--- config.mk ---
export PLATFORM = sky130hd
export DESIGN_NAME = uart_rx_fsm
export DESIGN_NICKNAME = d
export VERILOG_FILES = /design/src/rtl/uart_rx_fsm.sv
export SDC_FILE = /design/constraint.sdc
export NUM_CORES = 1
export LEC_CHECK = 0
export BUFFER_PORTS_ARGS = -buffer_cell sky130_fd_sc_hd__buf_2
export CAP_MARGIN = 20
export CORE_MARGIN = 2
export CORE_UTILIZATION = 58
export DETAILED_ROUTE_END_ITERATION = 8
export PLACE_DENSITY = 0.78
export SETUP_SLACK_MARGIN = 0.2
export SLEW_MARGIN = 20
export SYNTH_ARGS = -nofsm -noshare
export SYNTH_HDL_FRONTEND = slang
export SYNTH_SLANG_ARGS = --single-unit
--- constraint.sdc ---
create_clock -name clk -period 2.3 [get_ports clk]
set_clock_uncertainty 0.05 [all_clocks]
set_input_delay 0.575 -clock clk [delete_from_list [all_inputs] [get_ports clk]]
set_output_delay 0.575 -clock clk [all_outputs]
set_load 0.1 [all_outputs]
--- src/rtl/uart_rx_fsm.sv ---
// rtl/uart_rx_fsm.sv - 8N1 UART receiver with mid-bit sampling and frame-error detection
//
// Receives 8N1 frames (start bit, 8 data bits LSB first, stop bit, no parity)
// on the asynchronous rxd line. The line is synchronised, start edges are
// detected, and every bit is sampled near the middle of its period using a
// baud counter derived from CLK_FREQ/BAUD.
//
// Parameters:
//   CLK_FREQ   system clock frequency in Hz
//   BAUD       line rate in bit/s (CLK_FREQ/BAUD must be at least 4)
//
// Ports:
//   clk        system clock, rising edge
//   rst        asynchronous active-high reset
//   rxd        serial input, idles high, asynchronous to clk
//   rx_data    last correctly received byte, held between frames
//   rx_done    one-cycle strobe, rx_data valid in the same cycle
//   frame_err  one-cycle strobe when the stop bit samples low

module uart_rx_fsm #(
   parameter int CLK_FREQ = 50_000_000,
   parameter int BAUD     = 115200
) (
   input  logic       clk,
   input  logic       rst,
   input  logic       rxd,
   output logic [7:0] rx_data,
   output logic       rx_done,
   output logic       frame_err
);

   localparam int DIV  = CLK_FREQ / BAUD;
   localparam int HALF = DIV / 2;
   localparam int CW   = $clog2(DIV);

   localparam logic [CW-1:0] CNT_HALF = CW'(HALF - 1);
   localparam logic [CW-1:0] CNT_FULL = CW'(DIV - 1);
   localparam logic [CW-1:0] CNT_ONE  = CW'(1);

   typedef enum logic [1:0] {
      IDLE  = 2'd0,
      START = 2'd1,
      DATA  = 2'd2,
      STOP  = 2'd3
   } state_t;

   state_t        state;
   state_t        state_nx;

   logic          s1;
   logic          s2;
   logic          s3;
   logic          fall;

   logic [CW-1:0] cnt;
   logic [CW-1:0] cnt_nx;
   logic [2:0]    bit_idx;
   logic [2:0]    bit_idx_nx;
   logic [7:0]    sh;
   logic [7:0]    sh_nx;
   logic [7:0]    rx_data_nx;
   logic          rx_done_nx;
   logic          frame_err_nx;

   // Two-flop synchroniser plus one delay stage for edge detection. All
   // three reset to the idle (high) level so that reset release on an idle
   // line never looks like a start edge.
   always_ff @(posedge clk or posedge rst) begin
      if (rst) begin
         s1 <= 1'b1;
         s2 <= 1'b1;
         s3 <= 1'b1;
      end else begin
         s1 <= rxd;
         s2 <= s1;
         s3 <= s2;
      end
   end

   assign fall = s3 & ~s2;

   always_ff @(posedge clk or posedge rst) begin
      if (rst) begin
         state     <= IDLE;
         cnt       <= '0;
         bit_idx   <= 3'd0;
         sh        <= 8'h00;
         rx_data   <= 8'h00;
         rx_done   <= 1'b0;
         frame_err <= 1'b0;
      end else begin
         state     <= state_nx;
         cnt       <= cnt_nx;
         bit_idx   <= bit_idx_nx;
         sh        <= sh_nx;
         rx_data   <= rx_data_nx;
         rx_done   <= rx_done_nx;
         frame_err <= frame_err_nx;
      end
   end

   always_comb begin
      state_nx     = state;
      cnt_nx       = cnt;
      bit_idx_nx   = bit_idx;
      sh_nx        = sh;
      rx_data_nx   = rx_data;
      rx_done_nx   = 1'b0;
      frame_err_nx = 1'b0;

      case (state)
         IDLE: begin
            cnt_nx = '0;
            // Waiting on an edge rather than a low level means a line held
            // low after a break cannot retrigger reception.
            if (fall) begin
               state_nx = START;
            end
         end

         START: begin
            cnt_nx = cnt + CNT_ONE;
            // Half a bit in: re-check the line to reject short glitches.
            if (cnt == CNT_HALF) begin
               cnt_nx = '0;
               if (!s2) begin
                  state_nx   = DATA;
                  bit_idx_nx = 3'd0;
               end else begin
                  state_nx = IDLE;
               end
            end
         end

         DATA: begin
            cnt_nx = cnt + CNT_ONE;
            // Counting a full period from mid-start lands on mid-bit.
            if (cnt == CNT_FULL) begin
               cnt_nx          = '0;
               sh_nx[bit_idx]  = s2;
               bit_idx_nx      = bit_idx + 3'd1;
               if (bit_idx == 3'd7) begin
                  state_nx = STOP;
               end
            end
         end

         STOP: begin
            cnt_nx = cnt + CNT_ONE;
            // Returning to IDLE at mid-stop-bit leaves half a bit of margin
            // to catch a back-to-back start edge.
            if (cnt == CNT_FULL) begin
               cnt_nx   = '0;
               state_nx = IDLE;
               if (s2) begin
                  rx_data_nx = sh;
                  rx_done_nx = 1'b1;
               end else begin
                  frame_err_nx = 1'b1;
               end
            end
         end

         default: begin
            state_nx = IDLE;
            cnt_nx   = '0;
         end
      endcase
   end

endmodule

# Word level (Yosys, flattened, before mapping)
# Index checks and enable logic that the tools add are counted.
[totals] reg_bits=35 input_bits=3 elab_cells=59
[op_classes] add_sub_neg=2 magnitude_cmp=2 eq_ne=12 n_mux=23 bitwise_logic=2 n_reduce_logical=8
[op_table] cell="9-bit one-hot mux with 3 select lines" count=1
[op_table] cell="9-bit two-way mux" count=2
[op_table] cell="2-bit two-way mux" count=6
[op_table] cell="2-bit != test, second input constant" count=6
[op_table] cell="9-bit by 1-bit adder with 9-bit output, second input constant" count=1
[op_table] cell="9-bit by 8-bit equality test with 1-bit output, second input constant" count=1
[op_table] cell="9-bit equality test, second input constant" count=1
[op_table] cell="3-bit two-way mux" count=3
[op_table] cell="8-bit bitwise mux" count=1
[op_table] cell="2-bit one-hot mux with 4 select lines" count=1
[op_table] cell="1-bit two-way mux" count=7
[op_table] cell="3-bit one-hot mux with 2 select lines" count=1
[op_table] cell="5-bit AND reduction" count=1
[op_table] cell="2-bit equality test, second input constant" count=2
[op_table] cell="3-bit by 4-bit less-than comparator with 1-bit output, second input constant" count=1
[op_table] cell="4-bit AND reduction" count=1
[op_table] cell="3-bit by 1-bit adder with 3-bit output, second input constant" count=1
[op_table] cell="1-bit demux with 3-bit select" count=1
[op_table] cell="3-bit equality test, second input constant" count=1
[op_table] cell="3-bit by 1-bit >= comparator with 1-bit output, second input constant" count=1
[op_table] cell="3-bit AND reduction" count=1
[op_table] cell="2-bit by 1-bit equality test with 1-bit output, second input constant" count=1
[op_table] cell="2-bit logical NOT" count=1
[op_table] cell="2-bit AND reduction" count=1
[op_table] cell="5 further kinds" count=5

# Longest topological paths before layout
[depth] depth_word=5 ltp_mapped=6 depth_no_buf=6

# Worst setup path before layout
# Ideal clock, no wire load.
[synth_path] path_type="register to register" start="register cnt[1]" end="register sh[2]" setup_ps=125 arrival_time_ps=1812 t_required_ps=2125 setup_slack_ps=313 path_stages_with_launch=7 path_buffers=0 period_less_slack_ps=1987 path_cell_list="dfrtp_1 > inv_1 > ha_1 > nand4b_1 > nor4_2 > nor4bb_1 > mux2_2"
[synth_via] elab_chain_cells=2
[synth_lines] element="start: declaration" line_no="55" text="logic [CW-1:0] cnt;"
[synth_lines] element="start signal: assignment" line_no="93" text="cnt <= cnt_nx;"
[synth_lines] element="9-bit equality test" line_no="138" text="if (cnt == CNT_FULL) begin"
[synth_lines] element="2-bit AND reduction (no source line)"
[synth_lines] element="end signal: assignment" line_no="95" text="sh <= sh_nx;"
[synth_lines] element="end: declaration" line_no="59" text="logic [7:0] sh;"
# No other way between the ends.
# A chain may end at the register's enable or synchronous reset.

==> results.cfg <==
[clocking]
htree_levels = 2
numCtsBuffers = 5
cts_tree = done
clk_latency_ns = 0.34
cts_hold_buf = 0
path_clk_slew_ns = 0.11
clock_sinks = 35
cts_buffer_depth = 2
root_buffer = clkbuf_4

[floorplan]
dieArea_um2 = 3230
start_util_pct = 59.8
die_h_um = 56.9
core-area_um2 = 2710
rows = 19
io_pins = 13
die_x_um = 56.9

[worst_setup_path]
reg2reg_from = cnt[0]
cp-start-kind = register
criticalPathCategory = reg2reg
end_kind = register
r2r_slack_ns = 0.26
r2r_cells = 6
critPathArrivalTime_ns = 2.25
worst-endpoint-required_ns = 2.51
path_max_fanout = 5
worstSetupStartpoint = cnt[0]

[timing]
fmax_ghz = 0.490
rsz0062_at_grt = true
hold_viol_final = 0
finalSetupViolCount = 0
fin_crit_sh_pct = 88.8
slew_headroom_pct = 67.9
slew_viol_final = 0
worst_pin_slew_ns = 0.485
finalSetupTns_ns = 0
layout_min_cycle_time_ns = 2.04

[detailed_routing]
antenna_left = 0
wirelength_um = 2690
drtPass1Iterations = 4
vias = 1008
drc = 0
drt_iter0_markers = 35
via_per_inst = 5.60
wl_per_cell_um = 14.9

[power]
powerDensity_nw_per_um2 = 686
leakagePower_nw = 0.892
ir_worst_vdd_mv = 0.466

[place]
gp_congestion = 0.807
io_buffers = 12
place.detailed.hpwl_um = 1780
placed_cells = 171

[flow_run]
drv_cap = 0

[final_layout]
drive_above_1_share_pct = 35.6
diodes = 0
syn2layout_area_growth_pct = 11.8
stdcell_count = 180
fin_nets = 156

[global_routing]
antenna_found_initial = 0
gr-total-overflow = 0
grt_max_degree = 36
grt_pass1_vias = 1023
track_usage_pct = 19.1
grt_pass1_wl_um = 4620

[synthesis]
ys_seq_area_share_pct = 54.2
postSynthCellCount = 129
synth_area_um2 = 1620
async_flop_share_pct = 100
yosys.cell_types.count = 37
ys_ff_latch = 35
avgSynthCellArea_um2 = 12.6
synth_edf_count = 0
synth_warnings = 0
syn_nets = 137
synthFlopType = dfrtp_1

[run_status]
status = finished, final reports clean

[hold_path]
worstHoldPathType = in2async
## how the worst min path moves through the flow
stage	cells after the start	to	slack (ns)
3_5_place_dp	0	s2	0.30
3_3_place_gp	0	s2	0.30
4_1_cts	3	bit_idx[1]	0.25
5_1_grt	1	s1	0.25
6_report	3	bit_idx[2]	0.25
2_1_floorplan	0	s2	0.30
## through the flow
| step | power, mW | worst slack (ns) | util (%) | hold slack [ns] | cell area, um2 |
|---|---|---|---|---|---|
| 2_1_floorplan | 0.866 | 0.313 | - | 0.295 | 1620 |
| 3_3_place_gp | 0.905 | 0.211 | 64.0 | 0.297 | 1740 |
| 3_5_place_dp | 0.921 | 0.117 | 64.0 | 0.298 | 1740 |
| 4_1_cts | 1.25 | 0.198 | 66.3 | 0.250 | 1800 |
| 5_1_grt | 1.32 | 0.127 | 66.9 | 0.246 | 1810 |
| 6_report | 1.24 | 0.258 | 66.9 | 0.252 | 1810 |
## cells in the final DEF (no fill, tap or decap), drive strengths merged, types with 5 or more instances in the layout
master and n:
dfrtp 32, buf 18, mux2 16, nor2 11
clkbuf 6, nand3 5, inv 5, ha 5
## cells by family after synthesis
family | count (synthesis) | share of synthesized area [%]
multiplexers | 18 | 12.3
flip-flops | 35 | 54.2
adder cells (fa/ha/maj) | 5 | 3.86
buffers and inverters | 11 | 2.55
AO/OA/AOI/OAI | 9 | 4.86
XOR/XNOR | 8 | 4.32
AND/OR/NAND/NOR | 43 | 17.8
## final cells by class
type | instances | area, um2
Clock buffer | 6 | 41.3
Clock inverter | 2 | 12.5
Fill cell | 220 | 897
Inverter | 5 | 18.8
Multi-Input combinational cell | 83 | 717
Sequential cell | 35 | 880
Tap cell | 31 | 38.8
Timing Repair Buffer | 18 | 105
## timing repair
| action | in CTS | in global routing |
|---|---|---|
| setup buffers | 0 | 1 |
| gates resized for setup | 1 | 1 |
| pin swaps | 0 | 2 |
| setup endpoints to repair | 9 | 20 |
## power breakdown
group | internal, mW | switching, mW
Sequential | 0.664 | 0.0595
Combinational | 0.105 | 0.0993
Clock | 0.118 | 0.197
Total | 0.887 | 0.356
## registers in the layout (all words and copies together) (netlist names), named ones only
| signal | count |
|---|---|
| s3 | 1 |
| s2 | 1 |
| cnt | 9 |
| state | 1 |
| sh | 8 |
| bit_idx | 3 |
| rx_data | 8 |
| rx_done | 1 |
| s1 | 1 |
| frame_err | 1 |
## cells in the mapped netlist, types with 2 or more instances
cell	count	share of area (%)
a21oi_1	2	0.62
xor2_1	4	2.2
nand4b_1	4	2.2
nand2_1	4	0.93
dfstp_2	3	4.9
inv_1	5	1.2
nor4bb_1	2	1.2
o2bb2ai_1	3	1.6
dfrtp_1	32	49
nand3_1	5	1.5
mux2i_1	2	1.2
ha_1	5	3.9
mux2_2	16	11
xnor2_1	4	2.2
clkbuf_1	5	1.2
nor2_1	11	2.5
nor2b_1	2	0.77
## layer usage
metal | vias to the layer above | wire length [um] | GRT usage (%) | part of all wire, %
met4 | 0 | 35 | 11.0 | 1.3
met1 | 485 | 1330 | 27.1 | 49
met5 | - | 0 | 0 | 0
met2 | 19 | 1230 | 26.6 | 46
li1 | 499 | - | - | -
met3 | 5 | 92 | 4.84 | 3.4
## critical path, cell delays in order (launching register included)
cell     delay, ns
dfrtp_1       0.43
inv_1         0.07
ha_1          0.13
or4b_1        0.42
or3_4         0.38
or3b_1        0.37
a22oi_2       0.12
(Power assumes the default switching activity.)
